$ cat config.mk
export PLATFORM = sky130hd
export DESIGN_NAME = sha256_msg_sched_flat
export DESIGN_NICKNAME = d
export VERILOG_FILES = /design/src/rtl/sha256_msg_sched_if.sv /design/src/rtl/sha256_msg_sched.sv /design/src/flat_wrapper.sv
export SDC_FILE = /design/constraint.sdc
export NUM_CORES = 2
export LEC_CHECK = 0
export ABC_AREA = 0
export CAP_MARGIN = 10
export CORE_MARGIN = 3
export CORE_UTILIZATION = 54
export DETAILED_ROUTE_END_ITERATION = 10
export GPL_TIMING_DRIVEN = 0
export PLACE_DENSITY = 0.72
export REMOVE_ABC_BUFFERS = 1
export SLEW_MARGIN = 30
export SYNTH_ARGS = -nofsm -noshare
export SYNTH_HDL_FRONTEND = slang
export SYNTH_SLANG_ARGS = --single-unit
$ cat constraint.sdc
create_clock -name clk_i -period 79.7 [get_ports clk_i]
set_clock_uncertainty 0.2 [all_clocks]
set_input_delay 15.94 -clock clk_i [delete_from_list [all_inputs] [get_ports clk_i]]
set_output_delay 15.94 -clock clk_i [all_outputs]
set_load 0.05 [all_outputs]
$ cat src/rtl/sha256_msg_sched_if.sv
// Block-load handshake and W/K stream bundle between the block source,
// the message scheduler and main_loop.
interface sha256_msg_sched_if;
  logic [511:0] blk_i;
  logic         blk_first_i;
  logic         blk_valid_i;
  logic         blk_ready_o;
  logic [31:0]  w_o;
  logic [31:0]  k_o;
  logic         wk_valid_o;
  logic [1:0]   lane_o;
  logic [5:0]   round_o;
  logic         clr_o;
  logic         update_o;
  logic         done_o;
  logic         busy_o;

  // Scheduler side.
  modport slave (
    input  blk_i, blk_first_i, blk_valid_i,
    output blk_ready_o, w_o, k_o, wk_valid_o, lane_o, round_o,
    output clr_o, update_o, done_o, busy_o
  );

  // Block source / observer side.
  modport master (
    output blk_i, blk_first_i, blk_valid_i,
    input  blk_ready_o, w_o, k_o, wk_valid_o, lane_o, round_o,
    input  clr_o, update_o, done_o, busy_o
  );
endinterface

$ cat src/rtl/sha256_msg_sched.sv
// SHA-256 message schedule and round-constant generator for four interleaved
// hash lanes. Loads four blocks, optionally clears main_loop state, streams
// 64 rounds x 4 lanes of W/K, then pulses update per lane and done.
module sha256_msg_sched #(
  parameter int unsigned UPD_DLY = 4
) (
  input  logic              clk_i,
  input  logic              rst_i,
  sha256_msg_sched_if.slave bus_io
);

  typedef enum logic [1:0] {StIdle, StClr, StRun, StTail} state_e;

  localparam logic [8:0] TailLast = 9'(255 + UPD_DLY);
  // update_q is registered, so it is armed one cycle before its window.
  localparam logic [8:0] UpdArmLo = 9'(251 + UPD_DLY);
  localparam logic [8:0] UpdArmHi = 9'(254 + UPD_DLY);

  localparam logic [31:0] KRom [64] = '{
    32'h428a2f98, 32'h71374491, 32'hb5c0fbcf, 32'he9b5dba5, 32'h3956c25b, 32'h59f111f1,
    32'h923f82a4, 32'hab1c5ed5, 32'hd807aa98, 32'h12835b01, 32'h243185be, 32'h550c7dc3,
    32'h72be5d74, 32'h80deb1fe, 32'h9bdc06a7, 32'hc19bf174, 32'he49b69c1, 32'hefbe4786,
    32'h0fc19dc6, 32'h240ca1cc, 32'h2de92c6f, 32'h4a7484aa, 32'h5cb0a9dc, 32'h76f988da,
    32'h983e5152, 32'ha831c66d, 32'hb00327c8, 32'hbf597fc7, 32'hc6e00bf3, 32'hd5a79147,
    32'h06ca6351, 32'h14292967, 32'h27b70a85, 32'h2e1b2138, 32'h4d2c6dfc, 32'h53380d13,
    32'h650a7354, 32'h766a0abb, 32'h81c2c92e, 32'h92722c85, 32'ha2bfe8a1, 32'ha81a664b,
    32'hc24b8b70, 32'hc76c51a3, 32'hd192e819, 32'hd6990624, 32'hf40e3585, 32'h106aa070,
    32'h19a4c116, 32'h1e376c08, 32'h2748774c, 32'h34b0bcb5, 32'h391c0cb3, 32'h4ed8aa4a,
    32'h5b9cca4f, 32'h682e6ff3, 32'h748f82ee, 32'h78a5636f, 32'h84c87814, 32'h8cc70208,
    32'h90befffa, 32'ha4506ceb, 32'hbef9a3f7, 32'hc67178f2
  };

  function automatic logic [31:0] sig0(input logic [31:0] x);
    return {x[6:0], x[31:7]} ^ {x[17:0], x[31:18]} ^ (x >> 3);
  endfunction

  function automatic logic [31:0] sig1(input logic [31:0] x);
    return {x[16:0], x[31:17]} ^ {x[18:0], x[31:19]} ^ (x >> 10);
  endfunction

  state_e       state_q;
  logic [1:0]   lcnt_q;
  logic         first_q;
  logic [8:0]   cnt_q;
  logic         update_q;
  logic         done_q;
  logic [511:0] blk_q  [4];
  // hist_q[n-1] holds the word emitted n cycles ago, i.e. n/4 rounds back in the same lane.
  logic [31:0]  hist_q [64];

  logic         run;
  logic         accept;
  logic         upd_arm;
  logic [1:0]   lane;
  logic [5:0]   rnd;
  logic [511:0] blk_sel;
  logic [31:0]  w_blk;
  logic [31:0]  w_exp;
  logic [31:0]  w;
  logic [31:0]  k;

  // Datapath decode: current lane/round, message word or expansion, round constant.
  always_comb begin
    run     = (state_q == StRun);
    accept  = (state_q == StIdle) && bus_io.blk_valid_i;
    lane    = cnt_q[1:0];
    rnd     = cnt_q[7:2];
    blk_sel = blk_q[lane];
    w_blk   = blk_sel[32*(15 - int'(rnd[3:0])) +: 32];
    w_exp   = sig1(hist_q[7]) + hist_q[27] + sig0(hist_q[59]) + hist_q[63];
    w       = '0;
    k       = '0;
    if (run) begin
      w = (rnd[5:4] == 2'b00) ? w_blk : w_exp;
      k = KRom[rnd];
    end
    upd_arm = ((state_q == StRun) || (state_q == StTail)) &&
              (cnt_q >= UpdArmLo) && (cnt_q <= UpdArmHi);
  end

  // Control FSM with load/cycle counters and registered update/done pulses.
  always_ff @(posedge clk_i) begin
    if (rst_i) begin
      state_q  <= StIdle;
      lcnt_q   <= 2'd0;
      first_q  <= 1'b0;
      cnt_q    <= 9'd0;
      update_q <= 1'b0;
      done_q   <= 1'b0;
    end else begin
      done_q   <= 1'b0;
      update_q <= upd_arm;
      unique case (state_q)
        StIdle: begin
          if (accept) begin
            lcnt_q <= lcnt_q + 2'd1;
            if (lcnt_q == 2'd0) first_q <= bus_io.blk_first_i;
            if (lcnt_q == 2'd3) begin
              cnt_q   <= 9'd0;
              state_q <= first_q ? StClr : StRun;
            end
          end
        end
        StClr: begin
          if (cnt_q == 9'd3) begin
            cnt_q   <= 9'd0;
            state_q <= StRun;
          end else begin
            cnt_q <= cnt_q + 9'd1;
          end
        end
        StRun: begin
          // Count continues through TAIL so the update window is one compare.
          cnt_q <= cnt_q + 9'd1;
          if (cnt_q == 9'd255) state_q <= StTail;
        end
        StTail: begin
          if (cnt_q == TailLast) begin
            cnt_q   <= 9'd0;
            state_q <= StIdle;
            done_q  <= 1'b1;
          end else begin
            cnt_q <= cnt_q + 9'd1;
          end
        end
      endcase
    end
  end

  // Block storage and schedule history; contents need no reset.
  always_ff @(posedge clk_i) begin
    if (accept) blk_q[lcnt_q] <= bus_io.blk_i;
    if (run) begin
      hist_q[0] <= w;
      for (int i = 1; i < 64; i++) hist_q[i] <= hist_q[i-1];
    end
  end

  assign bus_io.blk_ready_o = (state_q == StIdle);
  assign bus_io.w_o         = w;
  assign bus_io.k_o         = k;
  assign bus_io.wk_valid_o  = run;
  assign bus_io.lane_o      = run ? lane : 2'd0;
  assign bus_io.round_o     = run ? rnd : 6'd0;
  assign bus_io.clr_o       = (state_q == StClr);
  assign bus_io.update_o    = update_q;
  assign bus_io.done_o      = done_q;
  assign bus_io.busy_o      = (state_q != StIdle);

endmodule

$ cat src/flat_wrapper.sv
// flat-port wrapper written by rule: the top's interface ports become plain ports
module sha256_msg_sched_flat 
#(
  parameter int unsigned UPD_DLY = 4
)
  (clk_i, rst_i, bus_io_blk_i, bus_io_blk_first_i, bus_io_blk_valid_i, bus_io_blk_ready_o, bus_io_w_o, bus_io_k_o, bus_io_wk_valid_o, bus_io_lane_o, bus_io_round_o, bus_io_clr_o, bus_io_update_o, bus_io_done_o, bus_io_busy_o);
  sha256_msg_sched_if bus_io_i ();
  input  logic clk_i;
  input  logic rst_i;
  input wire logic [$bits(bus_io_i.blk_i)-1:0] bus_io_blk_i;
  input wire logic [$bits(bus_io_i.blk_first_i)-1:0] bus_io_blk_first_i;
  input wire logic [$bits(bus_io_i.blk_valid_i)-1:0] bus_io_blk_valid_i;
  output wire logic [$bits(bus_io_i.blk_ready_o)-1:0] bus_io_blk_ready_o;
  output wire logic [$bits(bus_io_i.w_o)-1:0] bus_io_w_o;
  output wire logic [$bits(bus_io_i.k_o)-1:0] bus_io_k_o;
  output wire logic [$bits(bus_io_i.wk_valid_o)-1:0] bus_io_wk_valid_o;
  output wire logic [$bits(bus_io_i.lane_o)-1:0] bus_io_lane_o;
  output wire logic [$bits(bus_io_i.round_o)-1:0] bus_io_round_o;
  output wire logic [$bits(bus_io_i.clr_o)-1:0] bus_io_clr_o;
  output wire logic [$bits(bus_io_i.update_o)-1:0] bus_io_update_o;
  output wire logic [$bits(bus_io_i.done_o)-1:0] bus_io_done_o;
  output wire logic [$bits(bus_io_i.busy_o)-1:0] bus_io_busy_o;
  assign bus_io_i.blk_i = bus_io_blk_i;
  assign bus_io_i.blk_first_i = bus_io_blk_first_i;
  assign bus_io_i.blk_valid_i = bus_io_blk_valid_i;
  assign bus_io_blk_ready_o = bus_io_i.blk_ready_o;
  assign bus_io_w_o = bus_io_i.w_o;
  assign bus_io_k_o = bus_io_i.k_o;
  assign bus_io_wk_valid_o = bus_io_i.wk_valid_o;
  assign bus_io_lane_o = bus_io_i.lane_o;
  assign bus_io_round_o = bus_io_i.round_o;
  assign bus_io_clr_o = bus_io_i.clr_o;
  assign bus_io_update_o = bus_io_i.update_o;
  assign bus_io_done_o = bus_io_i.done_o;
  assign bus_io_busy_o = bus_io_i.busy_o;
  sha256_msg_sched #(.UPD_DLY(UPD_DLY)) u_core (.clk_i(clk_i), .rst_i(rst_i), .bus_io(bus_io_i));
endmodule
Word level (Yosys, flattened, before mapping):

Memory sizes are Yosys's and may differ from the RTL's. A register that Yosys moved wholly into a read port is not among the register bits.
Index checks and enable logic that the tools add are counted.

* flip-flop bits (word level): 16
* latch bits: 0
* RAM bits: 4096
* ROM bits: 2048
* bits of input ports: 516
* output and inout bits: 78
* memories: 3

Memories
* (name not given): words 64, width 32, rd ports 1, clocked after memory_dff 0, wr ports 0, line sha256_msg_sched.sv:75 `k = KRom[rnd];`
* u_core.blk_q: words 4, width 512, rd ports 1, clocked after memory_dff 1, wr ports 1, line sha256_msg_sched.sv:47 `logic [511:0] blk_q [4];`
* u_core.hist_q: words 64, width 32, rd ports 64, clocked after memory_dff 0, wr ports 64, line sha256_msg_sched.sv:49 `logic [31:0] hist_q [64];`

* add/sub/neg operators: 6
* multiply operators: 0
* div/mod/pow operators: 0
* $lt $le $gt $ge: 3
* equal/unequal tests: 12
* shift operators: 1
* muxes and demuxes: 26
* bitwise operators: 6
* reduce and logical (&&, ||, !) cells: 13

Operator list (count)
* 512-bit by 32-bit variable part select with 32-bit output: 1
* 32-bit 2-to-1 mux: 5
* 32-bit adder: 3
* 32-bit XOR: 2
* 9-bit 2-to-1 mux: 4
* 9-bit one-hot mux with 4 select lines: 1
* 32-bit by 22-bit XOR with 32-bit output: 1
* 32-bit by 29-bit XOR with 32-bit output: 1
* 2-bit 2-to-1 mux: 9
* 9-bit by 1-bit adder with 9-bit output, second input constant: 1
* 9-bit by 2-bit == test with 1-bit output, second input constant: 1
* 9-bit by 8-bit == test with 1-bit output, second input constant: 1
* 9-bit == test, second input constant: 1
* 9-bit by 8-bit >= comparator with 1-bit output, second input constant: 1
* 9-bit <= comparator, second input constant: 1
* 2-bit one-hot mux with 4 select lines: 1
* 7-bit >= comparator, second input constant: 1
* 6-bit inverter with 7-bit output: 1
* 2-bit == test, second input constant: 3
* 2-bit zero test: 3
* 6-bit 2-to-1 mux: 1
* 2-bit by 1-bit != test with 1-bit output, second input constant: 3
* 1-bit 2-to-1 mux: 5
* 5-bit AND reduction: 1
* 11 further kinds: 15

Logic depth before layout (Yosys ltp):

* depth in word-level cells: 7
* depth in mapped cells: 18
* gate-level depth less buffers: 18

Least setup slack after synthesis:

OpenSTA, ideal clock, no wires.

* path type: register to output
* start: register u_core.state_q[0]
* end: output bus_io_k_o[1]
* arrival: 51.308 ns
* data required time: 63.560 ns
* path slack: 12.252 ns
* cell stages (with the launch flop): 7
* path buffers: 2
* cells stage by stage: dfxtp_1 -> inv_1 -> ha_1 -> clkbuf_1 -> inv_2 -> clkbuf_1 -> a2111oi_0

* cells in the longest elaborated chain, start to end: 2

Ends and longest elaborated chain
* start, declared: line sha256_msg_sched.sv:41 `state_e state_q;`
* start signal, assigned: line sha256_msg_sched.sv:84 `state_q <= StIdle;`
* start signal, assigned: line sha256_msg_sched.sv:100 `state_q <= first_q ? StClr : StRun;`
* start signal, assigned: line sha256_msg_sched.sv:107 `state_q <= StRun;`
* 2-bit == test: line sha256_msg_sched.sv:64 `run = (state_q == StRun);`
* named net bus_io_wk_valid_o: line flat_wrapper.sv:16 `output wire logic [$bits(bus_io_i.wk_valid_o)-1:0] bus_io_wk_valid_o;`
* 32-bit 2-to-1 mux: line sha256_msg_sched.sv:73 `if (run) begin`
* end, declared: line flat_wrapper.sv:15 `output wire logic [$bits(bus_io_i.k_o)-1:0] bus_io_k_o;`

The timed path passes the listed nets, and every way through them passes these cells.

==> results.json <==
{
  "outcome": "complete, no violations",
  "crit_end": "bus_io_w_o[31]",
  "final_area_um2": 174000,
  "crit_start": "u_core.hist_q[14][104]",
  "nets": 7770,
  "power-per-cell-area_nw_per_um2": 36.0,
  "cp_max_fo": 5,
  "drt_iter0_drc": 6272,
  "ios": 594,
  "cp_data_arrival_time_ns": 7.42,
  "grt_max_degree": 61,
  "slew_viol_final": 0,
  "hold_ws_ns": 0.174,
  "syn_avg_cell_area_um2": 23.7,
  "clkPwrFrac_pct": 29.1,
  "slew_headroom_pct": 41.6,
  "use_met3_pct": 7.00,
  "p_total_w": 0.00626,
  "syn-cell-area_um2": 148000,
  "ys_top_cells_by_area": "edfxtp_1, mux4_2, fa_1, xnor2_1, ha_1",
  "vias": 64100,
  "postCtsHoldBufs": 0,
  "rsz0062_at_grt": "no",
  "antenna_found_initial": 123,
  "dp_cells": 10300,
  "p_leak_nw": 54.9,
  "post-dp-hpwl_mm": 190,
  "rows": 191,
  "routedWlPerCell_um": 27.3,
  "post_dp_cell_area_um2": 161000,
  "initial_core_util_pct": 54.4,
  "combPwrFrac_pct": 22.3,
  "finalWeightedCongestion": 0.839,
  "r2r_slack_ns": 73.77,
  "clock-root-buffer": "clkbuf_16",
  "p_seq_share_pct": 48.6,
  "hold_violations": 0,
  "synthXorXnorAreaFrac_pct": 0.849,
  "rr_startpoint": "u_core.hist_q[14][104]",
  "fmax_mhz": 42.4,
  "met1_usage_pct": 28.6,
  "internal_power_w": 0.00450,
  "dieWidth_um": 529,
  "area_growth_pct": 17.7,
  "drc": 0,
  "setup_violations": 0,
  "firstDrtPassIters": 7,
  "required_ns": 63.56,
  "wl_mm": 302,
  "rr_worst_depth": 18,
  "period_needed_ns": 23.56,
  "clock_latency_ns": 0.92,
  "synth_top_family_by_area": "multiplexers",
  "netlist_instances": 6211,
  "power_switching_w": 0.00176,
  "grt_pass1_vias": 66500,
  "cts_tree": "built",
  "synth_flop_cell": "edfxtp_1",
  "criticalPathCategory": "flop to output pin",
  "maxCapViolCount": 0,
  "clk_path_buf_depth": 4,
  "h-tree-depth": 5,
  "synth_cell_type_count": 60,
  "cts-resized-gates": 0,
  "synth_top_area_share_pct": 83.4,
  "fin_util_pct": 64.0,
  "clkTransAtPathRegs_ns": 0.06,
  "critPathLaunchType": "flop",
  "synth-compound-area-share_pct": 1.63,
  "final_cell_mix": "edfxtp_1, mux4_2, clkdlybuf4s50_1",
  "synth_fa_ha_area_share_pct": 1.35,
  "synth_mux_area_share_pct": 10.4,
  "core_area_um2": 271000,
  "postRouteAntennaNets": 0,
  "use_met2_pct": 34.2,
  "end_kind": "output pin",
  "port_buffers": 593,
  "layout_commonest_cell": "edfxtp_1",
  "grt_pass1_wl_mm": 445,
  "synthSimpleGateAreaFrac_pct": 1.08,
  "final_cells": 11100,
  "yosys.area.top_type": "edfxtp_1",
  "r2r_end": "u_core.hist_q[0][27]",
  "synth-edff-count": 4096,
  "fin_crit_sh_pct": 29.6,
  "async_reset_ff_share_pct": 0,
  "cts_buffers": 395,
  "cts_setup_buffers": 0,
  "tightest_slew_ns": 0.877,
  "gr-total-overflow": 0,
  "cts_sinks": 4114,
  "top_usage_layer": "met2",
  "ys_warn_count": 0,
  "die_area_um2": 279000,
  "synth-seq-cells": 4114,
  "track_usage_pct": 21.6,
  "avgViaCountPerCell": 5.79,
  "swShare_pct": 28.1,
  "layout-drive-gt1-share_pct": 19.0,
  "vdd_drop_max_uv": 32.0,
  "hp-class": "flop to flop",
  "ys_seq_area_share_pct": 83.6,
  "die_h_um": 529
}
[Yosys cell counts, types with 32 or more instances]
| cell | count |
|---|---|
| o21ai_0 | 92 |
| a211oi_1 | 32 |
| ha_1 | 60 |
| inv_1 | 168 |
| mux4_2 | 675 |
| xnor2_1 | 121 |
| a21oi_1 | 109 |
| buf_2 | 53 |
| nand2_1 | 135 |
| nor2_1 | 102 |
| edfxtp_1 | 4096 |
| fa_1 | 62 |
| clkbuf_1 | 145 |
| buf_1 | 32 |
[how the worst min path moves through the flow]
stage / startpoint / end / cells after the start
after floorplan: u_core.hist_q[0][68] / u_core.hist_q[0][100] / 0
after global placement: u_core.hist_q[6][68] / u_core.hist_q[6][100] / 0
after detailed placement: u_core.hist_q[0][72] / u_core.hist_q[0][104] / 0
after CTS: u_core.hist_q[6][48] / u_core.hist_q[6][80] / 0
after global routing: u_core.hist_q[6][48] / u_core.hist_q[6][80] / 0
final: u_core.hist_q[6][48] / u_core.hist_q[6][80] / 0
[stage by stage]
step / setup WS (ns) / setup TNS [ns]
floorplan: -6.48 / -322.54
global placement: -40.73 / -3138.83
detailed placement: 57.18 / 0
CTS: 56.05 / 0
global route: 55.92 / 0
finish: 56.14 / 0
[power by group through the flow]
stage               logic, W  registers (W)  clock network (W)
floorplan           0.000965        0.00405                  0
global placement     0.00141        0.00447                  0
finish               0.00139        0.00304            0.00182
global route         0.00150        0.00307            0.00194
CTS                  0.00141        0.00305            0.00186
detailed placement   0.00139        0.00307                  0
[critical path, cell delays in order (launching register included)]
cell,delay [ns]
edfxtp_1,0.56
xnor2_1,0.43
xnor2_1,0.16
fa_1,0.54
inv_1,0.06
fa_1,0.45
inv_1,0.08
ha_1,0.19
inv_1,0.08
fa_1,0.44
nor2b_1,0.26
o2111ai_1,0.18
a31oi_1,0.43
nand3_1,0.23
a31oi_1,0.30
o211ai_1,0.15
a21oi_1,0.39
nor3_1,0.10
a211oi_1,0.42
clkdlybuf4s50_1,1.03
[sequential cells by signal, summed over array words and instances (netlist names), named ones only]
name	count
u_core.bus_io.done_o	1
u_core.lcnt_q	2
u_core.bus_io.update_o	1
u_core.cnt_q	9
u_core.hist_q	2048
u_core.first_q	1
u_core.state_q	2
u_core.blk_q	2048
[logic make-up after synthesis]
kind of cell	count (synthesis)
DFF	4114
muxes	682
buffers and inverters	407
AOI/OAI and AO/OA	383
and+or+nand+nor	360
xor gates and xnor gates	143
adders and majority gates	122
[layout make-up]
| cell class | instances | area [um2] |
|---|---|---|
| clock inverter | 243 | 2300 |
| clock buffer | 476 | 10400 |
| timing repair buffer | 759 | 9820 |
| fill | 17000 | 97600 |
| sequential | 4114 | 123000 |
| antenna | 43 | 108 |
| multi-input combinational | 1690 | 22600 |
| tap | 3570 | 4470 |
| inverter | 172 | 663 |
[per-layer routing]
layer | vias to the layer above | part of all wire (%)
met2 | 2229 | 49
li1 | 27600 | -
met1 | 33500 | 39
met3 | 636 | 8.8
met4 | 132 | 3.7
met5 | - | 0.30
No activity file was read; power rests on OpenSTA's default activity.
